$ cat config.mk
export PLATFORM = sky130hd
export DESIGN_NAME = vc_flit_injector
export DESIGN_NICKNAME = d
export VERILOG_FILES = /design/src/rtl/vc_flit_injector.sv
export SDC_FILE = /design/constraint.sdc
export NUM_CORES = 1
export LEC_CHECK = 0
export ABC_AREA = 1
export BUFFER_PORTS_ARGS = -buffer_cell sky130_fd_sc_hd__buf_4
export CORE_MARGIN = 2
export CORE_UTILIZATION = 48
export CTS_BUF_LIST = sky130_fd_sc_hd__clkbuf_16
export CTS_CLUSTER_DIAMETER = 120
export DETAILED_ROUTE_END_ITERATION = 8
export GPL_TIMING_DRIVEN = 0
export PLACE_DENSITY = 0.74
export SKIP_CTS_REPAIR_TIMING = 1
export SLEW_MARGIN = 5
export SYNTH_ARGS = -nofsm -noshare
export SYNTH_HDL_FRONTEND = slang
export SYNTH_SLANG_ARGS = --single-unit
$ cat constraint.sdc
create_clock -name i_clk -period 3.5 [get_ports i_clk]
set_input_delay 0 -clock i_clk [delete_from_list [all_inputs] [get_ports i_clk]]
set_output_delay 0 -clock i_clk [all_outputs]
set_load 0.02 [all_outputs]
$ cat src/rtl/vc_flit_injector.sv
// Credit-aware flit traffic source for one router input port.
// Picks a VC with downstream credit round-robin and stamps each flit with VC, destination and sequence id.
module vc_flit_injector #(
    parameter int          FLIT_W      = 32,
    parameter int          NUM_VC      = 4,
    parameter int          NUM_ROUTERS = 16,
    parameter int          BUF_DEPTH   = 4,
    parameter int          SRC_ID      = 0,
    parameter int          SEQ_W       = 11,
    parameter logic [15:0] LFSR_SEED   = 16'hACE1,
    localparam int         VC_BITS     = $clog2(NUM_VC),
    localparam int         RID_BITS    = $clog2(NUM_ROUTERS),
    localparam int         CW          = $clog2(BUF_DEPTH + 1)
) (
    input  logic                i_clk,
    input  logic                i_reset,
    input  logic                i_enable,
    input  logic [1:0]          i_mode,
    input  logic [RID_BITS-1:0] i_fixed_dst,
    input  logic [7:0]          i_inj_rate,
    input  logic [15:0]         i_num_flits,
    input  logic [NUM_VC-1:0]   i_credit_increment,
    output logic [FLIT_W-1:0]   o_out_data,
    output logic                o_out_valid,
    output logic                o_done,
    output logic [15:0]         o_sent_count,
    output logic [15:0]         o_stall_count,
    output logic                o_credit_err
);

    localparam int                 HALF    = RID_BITS / 2;
    localparam logic [CW-1:0]      FULL    = CW'(BUF_DEPTH);
    localparam logic [RID_BITS-1:0] SRC_RID = RID_BITS'(SRC_ID);

    typedef enum logic [1:0] {IDLE, RUN, DONE} state_t;

    state_t                      r_state, w_state_next;
    logic [15:0]                 r_lfsr, w_lfsr_next;
    logic [NUM_VC-1:0][CW-1:0]   r_credit;
    logic [NUM_VC-1:0][CW-1:0]   w_credit_next;
    logic [NUM_VC-1:0]           w_overflow;
    logic [VC_BITS-1:0]          r_rr_ptr;
    logic [SEQ_W-1:0]            r_seq;
    logic [15:0]                 r_sent_count, r_stall_count;
    logic                        r_credit_err;

    logic                        w_found, w_try, w_active, w_send, w_stall;
    logic [VC_BITS-1:0]          w_sel, w_rr_next;
    logic [RID_BITS-1:0]         w_dst;
    logic [FLIT_W-1:0]           w_flit;
    logic [15:0]                 w_sent_inc;

    assign o_sent_count  = r_sent_count;
    assign o_stall_count = r_stall_count;
    assign o_credit_err  = r_credit_err;
    assign o_done        = (r_state == DONE);

    // Galois form of x^16+x^14+x^13+x^11+1, shifting right.
    assign w_lfsr_next = {1'b0, r_lfsr[15:1]} ^ (r_lfsr[0] ? 16'hB400 : 16'h0000);

    assign w_try      = (i_inj_rate == 8'hFF) || (r_lfsr[7:0] < i_inj_rate);
    assign w_active   = (r_state == RUN) && i_enable;
    assign w_send     = w_active && w_try && w_found;
    assign w_stall    = w_active && w_try && !w_found;
    assign w_sent_inc = r_sent_count + 16'd1;
    assign w_rr_next  = (int'(w_sel) == NUM_VC - 1) ? '0 : w_sel + VC_BITS'(1);

    // Round-robin search starting at r_rr_ptr for the first VC holding credit.
    always_comb begin
        int idx;
        w_found = 1'b0;
        w_sel   = '0;
        idx     = 0;
        for (int i = 0; i < NUM_VC; i++) begin
            idx = int'(r_rr_ptr) + i;
            if (idx >= NUM_VC) idx = idx - NUM_VC;
            if (!w_found && (r_credit[idx] != '0)) begin
                w_found = 1'b1;
                w_sel   = VC_BITS'(idx);
            end
        end
    end

    always_comb begin
        case (i_mode)
            2'd0:    w_dst = r_lfsr[8 +: RID_BITS];
            2'd1:    w_dst = i_fixed_dst;
            2'd2:    w_dst = {SRC_RID[HALF-1:0], SRC_RID[RID_BITS-1:HALF]};
            default: w_dst = ~SRC_RID;
        endcase
    end

    always_comb begin
        w_flit                                = '0;
        w_flit[SEQ_W-1:0]                     = r_seq;
        w_flit[FLIT_W-VC_BITS-1 -: RID_BITS]  = w_dst;
        w_flit[FLIT_W-1 -: VC_BITS]           = w_sel;
    end

    // A send and a returned credit on the same VC cancel out.
    for (genvar gi = 0; gi < NUM_VC; gi++) begin : g_credit
        logic w_dec;
        logic w_inc;
        assign w_dec          = w_send && (w_sel == VC_BITS'(gi));
        assign w_inc          = i_credit_increment[gi];
        assign w_overflow[gi] = w_inc && !w_dec && (r_credit[gi] == FULL);
        assign w_credit_next[gi] =
            (w_dec && !w_inc)                          ? r_credit[gi] - CW'(1) :
            (w_inc && !w_dec && r_credit[gi] != FULL)  ? r_credit[gi] + CW'(1) :
                                                         r_credit[gi];
    end

    always_comb begin
        w_state_next = r_state;
        case (r_state)
            IDLE: if (i_enable) w_state_next = RUN;
            RUN: begin
                if (!i_enable)
                    w_state_next = IDLE;
                else if (w_send && (i_num_flits != 16'd0) && (w_sent_inc == i_num_flits))
                    w_state_next = DONE;
            end
            DONE: if (!i_enable) w_state_next = IDLE;
            default: w_state_next = IDLE;
        endcase
    end

    always_ff @(posedge i_clk or posedge i_reset) begin
        if (i_reset) begin
            r_state       <= IDLE;
            r_lfsr        <= LFSR_SEED;
            r_rr_ptr      <= '0;
            r_seq         <= '0;
            r_sent_count  <= '0;
            r_stall_count <= '0;
            r_credit_err  <= 1'b0;
            o_out_valid   <= 1'b0;
            o_out_data    <= '0;
            for (int v = 0; v < NUM_VC; v++) r_credit[v] <= FULL;
        end else begin
            r_state     <= w_state_next;
            o_out_valid <= w_send;
            r_credit    <= w_credit_next;
            if (r_state == RUN) r_lfsr <= w_lfsr_next;
            if (|w_overflow) r_credit_err <= 1'b1;
            if (w_send) begin
                o_out_data <= w_flit;
                r_seq      <= r_seq + SEQ_W'(1);
                r_rr_ptr   <= w_rr_next;
            end
            // Run statistics restart on IDLE -> RUN.
            if ((r_state == IDLE) && i_enable) begin
                r_sent_count  <= '0;
                r_stall_count <= '0;
            end else begin
                if (w_send) r_sent_count <= w_sent_inc;
                if (w_stall && (r_stall_count != 16'hFFFF)) r_stall_count <= r_stall_count + 16'd1;
            end
        end
    end

endmodule

==> flow_metrics.env, run 1 <==
export IMPL_startpoint="r_credit[6]$_DFFE_PP0P_"
export IMPL_areaGrowthSynthToFinish_pct=21.6
export IMPL_detail_route_wirelength_um=13800
export IMPL_p_switching_mw=1.71
export IMPL_max_cap_violations=0
export IMPL_syn_area_per_cell_um2=7.46
export IMPL_critical_path_arrival_ns=3.49
export IMPL_worst_skew_pair_late_latency_ns=0.35
export IMPL_place_ws_ns=0.431
export IMPL_max_slew_worst_pin_slew_ns=0.669
export IMPL_combinationalPowerShare_pct=39.6
export IMPL_port_buffers=88
export IMPL_finalHoldViolCount=4
export IMPL_yosys_register_bits=94
export IMPL_setup_total_negative_slack_ns=0
export IMPL_capture_instance_of_the_worst_register_to_register_path="r_credit[8]$_DFFE_PP1P_"
export IMPL_grt_first_pass_wirelength_um=23000
export IMPL_wl_per_cell_um=13.0
export IMPL_number_of_clock_sinks=94
export IMPL_grt_util_overall_pct=21.9
export IMPL_yosys_area_top_type="sky130_fd_sc_hd__dfrtp_1"
export IMPL_multi_input_comb_area_mm2=0.00294
export IMPL_dr_total_vias=5345
export IMPL_worst_r2r_setup_slack_ns=0.31
export IMPL_leakagePower_nw=3.67
export IMPL_via_count_of_the_first_global_routing_pass=5044
export IMPL_number_of_enable_type_register_cells_in_the_synthesized_netlist=0
export IMPL_fmaxAchievable_mhz=314
export IMPL_critical_path_slowest_cell="sky130_fd_sc_hd__o21ai_0"
export IMPL_min_path_type="input port to flop"
export IMPL_synth_top_area_share_pct=34.7
export IMPL_regToRegStartpoint="r_credit[6]$_DFFE_PP0P_"
export IMPL_cellPowerDensity_mw_per_mm2=599
export IMPL_post_synthesis_cell_area_mm2=0.00592
export IMPL_tritoncts_clock_tree="yes"
export IMPL_post_synth_inst_count=793
export IMPL_ir_drop_worst_case_vdd_uv=431
export IMPL_final_number_of_max_transition_violations=0
export IMPL_core_rowCount=40
export IMPL_routed_via_density=5.03
export IMPL_htreeDepth=3
export IMPL_cp_num_cells=17
export IMPL_final_setup_slack_of_the_worst_path_ns=0.311
export IMPL_cp_common_cell="sky130_fd_sc_hd__nand2_1"
export IMPL_grt_start_max_net_pins=53
export IMPL_clkPwrFrac_pct=24.5
export IMPL_cell_internal_pwr_mw=2.60
export IMPL_finClkSkew_ns=0.00664
export IMPL_holdWs_ns=-0.0290
export IMPL_synthMostInstantiatedCell="sky130_fd_sc_hd__nand2_1"
export IMPL_placeableCoreArea_mm2=0.0120
export IMPL_final_core_utilization_pct=59.9
export IMPL_number_of_warning_messages_in_the_yosys_log=0
export IMPL_grt_remaining_overflow=0
export IMPL_failing_checks="negative hold slack"
export IMPL_root_buffer="sky130_fd_sc_hd__clkbuf_16"
export IMPL_status="complete, but fails checks"
export IMPL_synth_area_top_cells="sky130_fd_sc_hd__dfrtp_1, sky130_fd_sc_hd__nand2_1, sky130_fd_sc_hd__inv_1"
export IMPL_timing_critical_path_required_ns=3.80
export IMPL_ys_async_sr_fraction_pct=100
export IMPL_ys_seq_area_share_pct=40.0
export IMPL_detailed_place_area_mm2=0.00685
export IMPL_synth_top_flop_cell="sky130_fd_sc_hd__dfrtp_1"
export IMPL_unique_masters_post_synth=41
export IMPL_finalCritPeriodShare_pct=91.1
export IMPL_drt_iter0_markers=259
export IMPL_dr_pass1_iters=4
export IMPL_gpl_final_weighted_congestion=0.859
export IMPL_grt_antenna_before_repair=0
export IMPL_path_cells="nor2_1 > nor2_1 > nor2_1 > nand2_1 > nand2_2 > nand2_1 > inv_1 > nand4_1 > o21ai_0 > ha_1 > nand4_1 > fa_1 > inv_1 > nand2_1 > nand2_1 > nand2_1 > nand2_1"
export IMPL_clock_pin_slew_worst_setup_and_hold_paths_ns=0.07
export IMPL_setup_worst_path_class="flop to flop"
export IMPL_floorplan_die_area_mm2=0.0132
export IMPL_setup_violations_final=0
export IMPL_postLayoutCellArea_mm2=0.00720
export IMPL_yosys_top_cells_count="sky130_fd_sc_hd__nand2_1, sky130_fd_sc_hd__inv_1, sky130_fd_sc_hd__dfrtp_1, sky130_fd_sc_hd__nor2_1, sky130_fd_sc_hd__nand3_1"
export IMPL_antenna_diodes=0
export IMPL_cts_path_max_buffers=2
export IMPL_chipWidth_um=115
export IMPL_cts_made_buffers=9
export IMPL_timing_critical_path_buf_inv=2
export IMPL_regArea_mm2=0.00237
export IMPL_drc=0
export IMPL_drive_gt1_share_pct=18.8
export IMPL_detailed_place_hpwl_um=10400
export IMPL_initial_core_util_pct=49.3
export IMPL_critPathMaxFanout=4
export IMPL_timing_critical_path_to="r_credit[8]$_DFFE_PP1P_"
export IMPL_fill_cells=1091
export IMPL_finalWorstPathRequiredPeriod_ns=3.19
export IMPL_rsz0062_at_grt="false"
export IMPL_kind_of_end_point_of_the_critical_path="flop"
export IMPL_seqPwrFrac_pct=35.9
export IMPL_startpoint_type="flop"
export IMPL_power_share_switching_pct=39.7
export IMPL_relSlewSlack_pct=54.9
export IMPL_die_height_um=115
export IMPL_cpLargestDelayFamily="simple AND/OR/NAND/NOR gates"
export IMPL_io_pins=104
export IMPL_worst_path_largest_cell_delay_ns=0.55
export IMPL_rr_worst_depth=17
export IMPL_ant_nets=0
export IMPL_nets=966
[worst min-delay path: stages]
cell,delay [ns]
sky130_fd_sc_hd__buf_4,0.07
sky130_fd_sc_hd__o21ai_0,0.06
sky130_fd_sc_hd__a31oi_1,0.15
[area by class of cell]
class | instances | share of cell area [%]
Multi-Input combinational cell | 570 | 40.9
Sequential cell | 94 | 32.9
Timing Repair Buffer | 93 | 10.1
Inverter | 111 | 5.86
Buffer | 32 | 3.37
Clock buffer | 9 | 3.13
Tap cell | 147 | 2.55
Clock inverter | 7 | 1.23
[metal layers]
layer / global-route usage [%] / share of wire (%) / vias up / routed length (um)
li1: - / - / 2757 / -
met1: 28.4 / 46 / 2474 / 6370
met2: 37.1 / 48 / 102 / 6610
met3: 5.27 / 4.4 / 12 / 605
met4: 5.46 / 1.3 / 0 / 184
met5: 0 / 0 / - / 0
[power by group through the flow]
stage               clock [mW]  sequential [mW]  combinational [mW]
global placement             0             1.56                1.65
floorplan                    0             1.64                1.12
finish                    1.05             1.55                1.71
global route              1.12             1.58                1.93
CTS                       1.08             1.55                1.71
detailed placement           0             1.56                1.71
[per-stage QoR]
step | cells | total power [mW]
CTS | 1059 | 4.34
detailed placement | 1043 | 3.27
global route | 1063 | 4.64
finish | 1063 | 4.31
global placement | 1042 | 3.21
floorplan | 807 | 2.76
[sequential cells by signal (all words and copies together) (netlist names)]
register	cells
o_credit_err	1
o_sent_count	16
o_out_valid	1
r_credit	12
o_out_data	17
r_seq	11
r_lfsr	16
r_state	2
r_rr_ptr	2
o_stall_count	16
[kinds of logic after synthesis]
group,share of synthesized area (%)
flip-flops,40.0
adder cells (fa/ha/maj),4.31
XOR/XNOR,4.74
AO/OA/AOI/OAI,7.99
buffers and inverters,11.2
AND/OR/NAND/NOR,31.7
other,0.0634
[how the worst min path moves through the flow]
| stage | cells past startpoint | endpoint | startpoint | slack (ns) |
|---|---|---|---|---|
| after global routing | 3 | o_out_data[27]$_DFFE_PP0P_ | i_fixed_dst[1] | 0.003 |
| final | 3 | o_out_data[27]$_DFFE_PP0P_ | i_fixed_dst[1] | -0.03 |
| after global placement | 3 | r_state[1]$_DFFE_PP0P_ | i_enable | 0.24 |
| after CTS | 2 | o_stall_count[4]$_DFFE_PP0P_ | i_reset | -0.27 |
| after floorplan | 2 | r_state[1]$_DFFE_PP0P_ | i_enable | 0.12 |
| after detailed placement | 2 | o_stall_count[4]$_DFFE_PP0P_ | i_reset | 0.11 |
[cell usage in the layout, fill, tap and decap left out, types with 6 or more instances in the layout]
cell type                   synthesis  final
sky130_fd_sc_hd__inv_1            103    103
sky130_fd_sc_hd__dfrtp_1           82     82
sky130_fd_sc_hd__buf_4             15    103
sky130_fd_sc_hd__nand4_1           23     23
sky130_fd_sc_hd__nand3_1           57     57
sky130_fd_sc_hd__nand2_1          231    231
sky130_fd_sc_hd__o21ai_2            7      7
sky130_fd_sc_hd__nor2_1            68     68
sky130_fd_sc_hd__conb_1             1     15
sky130_fd_sc_hd__dfstp_2           12     12
sky130_fd_sc_hd__o22ai_1           12     12
sky130_fd_sc_hd__ha_1              14     14
sky130_fd_sc_hd__xnor2_1            6      6
sky130_fd_sc_hd__xor2_1            26     26
sky130_fd_sc_hd__nor3_1            21     21
sky130_fd_sc_hd__nand3_2            6      6
sky130_fd_sc_hd__clkbuf_16          0      9
sky130_fd_sc_hd__o21ai_1           13     13
sky130_fd_sc_hd__buf_6              6      6
sky130_fd_sc_hd__clkbuf_1           6      6
sky130_fd_sc_hd__o21ai_0           35     35
(Power assumes the default switching activity.)
==> run 2, diff against run 1 <==
- ABC_AREA: 1 -> default
==> run 2 against run 1 <==
The run still ends with negative hold slack left. Sequential share of layout area barely moved. Final area fell by 0.12%. Via count fell by 3.3%. Largest cell class unchanged. Global-route usage rose by 0.81 points. First-iteration DRC count rose by 31%. Clock power fell by 16%.
==> flow_metrics.env, run 2 <==
export IMPL_status="complete, but fails checks"
export IMPL_failing_checks="negative hold slack"
export IMPL_number_of_clock_sinks=94
export IMPL_seqPwrFrac_pct=41.3
export IMPL_io_pins=104
export IMPL_max_cap_violations=0
export IMPL_final_cell_mix="sky130_fd_sc_hd__buf_4, sky130_fd_sc_hd__nand2_1, sky130_fd_sc_hd__dfrtp_1"
export IMPL_gpl_final_weighted_congestion=0.934
export IMPL_min_path_type="input port to flop"
export IMPL_leakagePower_nw=3.41
export IMPL_detail_route_wirelength_um=14900
export IMPL_finalHoldViolCount=6
export IMPL_root_buffer="sky130_fd_sc_hd__clkbuf_16"
export IMPL_finalWorstPathRequiredPeriod_ns=3.29
export IMPL_synthMostInstantiatedCell="sky130_fd_sc_hd__nand2_1"
export IMPL_power_total_mw=3.53
export IMPL_synth_top_flop_cell="sky130_fd_sc_hd__dfrtp_1"
export IMPL_max_slew_worst_pin_slew_ns=0.628
export IMPL_clkPwrFrac_pct=25.1
export IMPL_regToRegStartpoint="r_lfsr[6]$_DFFE_PP1N_"
export IMPL_postLayoutCellArea_mm2=0.00719
export IMPL_largest_reg_flops=17
export IMPL_combinationalPowerShare_pct=33.6
export IMPL_regMostFlops="o_out_data"
export IMPL_critical_path_arrival_ns=3.55
export IMPL_worstHoldEndpoint="o_out_data[28]$_DFFE_PP0P_"
export IMPL_grt_util_met3_pct=4.01
export IMPL_die_height_um=115
export IMPL_floorplan_die_area_mm2=0.0133
export IMPL_use_met2_pct=37.1
export IMPL_number_of_warning_messages_in_the_yosys_log=0
export IMPL_yosys_top_cells_count="sky130_fd_sc_hd__nand2_1, sky130_fd_sc_hd__dfrtp_1, sky130_fd_sc_hd__inv_1, sky130_fd_sc_hd__nand3_1, sky130_fd_sc_hd__o21ai_0"
export IMPL_timing_critical_path_required_ns=3.77
export IMPL_p_switching_mw=1.27
export IMPL_drc=0
export IMPL_post_synthesis_cell_area_mm2=0.00593
export IMPL_grt_antenna_before_repair=0
export IMPL_grt_first_pass_wirelength_um=24000
export IMPL_finClkSkew_ns=0.00933
export IMPL_yosys_area_top_type="sky130_fd_sc_hd__dfrtp_1"
export IMPL_detailed_place_hpwl_um=11000
export IMPL_detailed_place_area_mm2=0.00688
export IMPL_setup_violations_final=0
export IMPL_ant_nets=0
export IMPL_grt_start_max_net_pins=60
export IMPL_startpoint_type="flop"
export IMPL_unique_masters_post_synth=69
export IMPL_cell_internal_pwr_mw=2.26
export IMPL_final_common_cell="sky130_fd_sc_hd__buf_4"
export IMPL_worst_skew_pair_late_latency_ns=0.35
export IMPL_setup_worst_path_class="flop to flop"
export IMPL_grt_remaining_overflow=0
export IMPL_clock_pin_slew_worst_setup_and_hold_paths_ns=0.06
export IMPL_nets=799
export IMPL_drive_gt1_share_pct=24.6
export IMPL_htreeDepth=3
export IMPL_routed_via_density=5.64
export IMPL_worst_r2r_setup_slack_ns=0.21
export IMPL_grt_busiest_layer="met2"
export IMPL_port_buffers=87
export IMPL_kind_of_end_point_of_the_critical_path="flop"
export IMPL_cts_made_buffers=9
export IMPL_holdWs_ns=-0.0370
export IMPL_worst_path_largest_cell_delay_ns=0.55
export IMPL_ir_drop_worst_case_vdd_uv=306
export IMPL_chipWidth_um=115
export IMPL_power_share_switching_pct=36.1
export IMPL_number_of_enable_type_register_cells_in_the_synthesized_netlist=0
export IMPL_antenna_diodes=0
export IMPL_initial_core_util_pct=49.2
export IMPL_synth_top_area_share_pct=34.6
export IMPL_via_count_of_the_first_global_routing_pass=4960
export IMPL_tritoncts_clock_tree="yes"
export IMPL_hold_start="i_fixed_dst[2]"
export IMPL_ys_seq_area_share_pct=39.9
export IMPL_place_ws_ns=0.0578
export IMPL_path_cells="ha_1 > a21o_1 > a221oi_1 > o31a_1 > buf_6 > o21ai_4 > inv_4 > buf_4 > nand3_1 > fa_1 > nand2b_1 > mux2_2 > o22ai_1"
export IMPL_grt_util_overall_pct=22.7
export IMPL_post_synth_inst_count=627
export IMPL_relSlewSlack_pct=58.1
export IMPL_ys_async_sr_fraction_pct=100
export IMPL_critPathMaxFanout=10
export IMPL_capture_instance_of_the_worst_register_to_register_path="r_credit[8]$_DFFE_PP1P_"
export IMPL_synth_area_top_cells="sky130_fd_sc_hd__dfrtp_1, sky130_fd_sc_hd__nand2_1, sky130_fd_sc_hd__dfstp_2"
export IMPL_critical_path_slowest_cell="sky130_fd_sc_hd__dfstp_2"
export IMPL_placeableCoreArea_mm2=0.0121
export IMPL_cts_path_max_buffers=2
export IMPL_syn_area_per_cell_um2=9.46
export IMPL_rsz0062_at_grt="false"
export IMPL_dr_pass1_iters=5
export IMPL_areaGrowthSynthToFinish_pct=21.2
export IMPL_dr_total_vias=5170
export IMPL_final_setup_slack_of_the_worst_path_ns=0.211
export IMPL_final_number_of_max_transition_violations=0
export IMPL_wl_per_cell_um=16.2
export IMPL_fmaxAchievable_mhz=304
export IMPL_drt_iter0_markers=339
export IMPL_finalCritPeriodShare_pct=94.0
export IMPL_setup_total_negative_slack_ns=0
export IMPL_timing_hold_worst_path_depth=3
export IMPL_rr_worst_depth=13
export IMPL_yosys_register_bits=94
export IMPL_gr_usage_met1_pct=31.1
export IMPL_core_rowCount=40
export IMPL_cellPowerDensity_mw_per_mm2=491
[run 2: changes by cell type in the layout (fill, tap and decap cells not counted), sizes merged, moves of 24 or more]
cell   change
mux2      +24
nor2      -48
nand3     -39
nand2    -150
inv       -73
o21ai     -29
[run 2: power groups by stage]
stage / Clock [mW] / Sequential (mW) / Combinational, mW
after floorplan: 0 / 1.48 / 0.808
after global placement: 0 / 1.45 / 1.10
after detailed placement: 0 / 1.47 / 1.17
after CTS: 0.898 / 1.45 / 1.18
after global routing: 0.952 / 1.48 / 1.32
final: 0.886 / 1.46 / 1.19
[run 2: cell type report]
class / instances / area, um^2
flip-flops and latches: 94 / 2370
repair buffers: 92 / 721
clock buffers: 9 / 225
plain buffers: 42 / 270
clock inverters: 7 / 36.3
well taps: 168 / 210
multi-input cells: 470 / 3220
fillers: 1045 / 4870
inverters: 35 / 136
[run 2: per-layer routing]
metal  share of wire [%]  vias to the layer above
met1                  46                     2574
met4                 1.1                        0
li1                    -                     2456
met3                 4.1                       12
met2                  49                      128
met5                   0                        -
[run 2: metrics by stage]
| stage | hold WS (ns) | utilization (%) | cells |
|---|---|---|---|
| finish | -0.0370 | 59.6 | 917 |
| global route | 0.00297 | 59.6 | 917 |
| CTS | -0.299 | 59.2 | 913 |
| detailed placement | 0.0764 | 57.0 | 897 |
| global placement | 0.272 | 56.8 | 896 |
| floorplan | 0.133 | - | 641 |
[run 2: cell families after synthesis]
kind of cell / count (synthesis) / synth area share, %
compound gates: 112 / 13.4
simple gates: 243 / 21.8
xor+xnor: 40 / 6.14
fa+ha+maj: 18 / 4.30
buf+inv: 77 / 6.73
other cells: 1 / 0.0632
flops: 94 / 39.9
mux: 42 / 7.65
[run 2: how the worst max path moves through the flow]
| stage | start | end | slack (ns) |
|---|---|---|---|
| final | r_lfsr[6]$_DFFE_PP1N_ | r_credit[8]$_DFFE_PP1P_ | 0.21 |
| after CTS | r_lfsr[6]$_DFFE_PP1N_ | r_credit[8]$_DFFE_PP1P_ | 0.05 |
| after detailed placement | r_lfsr[6]$_DFFE_PP1N_ | r_credit[8]$_DFFE_PP1P_ | 0.06 |
| after floorplan | r_lfsr[6]$_DFFE_PP1N_ | r_credit[2]$_DFFE_PP1P_ | 0.53 |
| after global placement | i_reset | o_out_data[4]$_DFFE_PP0P_ | -0.1 |
| after global routing | r_lfsr[6]$_DFFE_PP1N_ | r_credit[8]$_DFFE_PP1P_ | 0.05 |
[run 2: critical path, delay by kind of cell, from the launching register on]
family                   cells  cell delay (ns)
adder cells (fa/ha/maj)      2             0.66
AO/OA/AOI/OAI                5             0.89
buffers and inverters        3             0.56
flip-flops                   1             0.55
multiplexers                 1             0.26
AND/OR/NAND/NOR              2             0.29
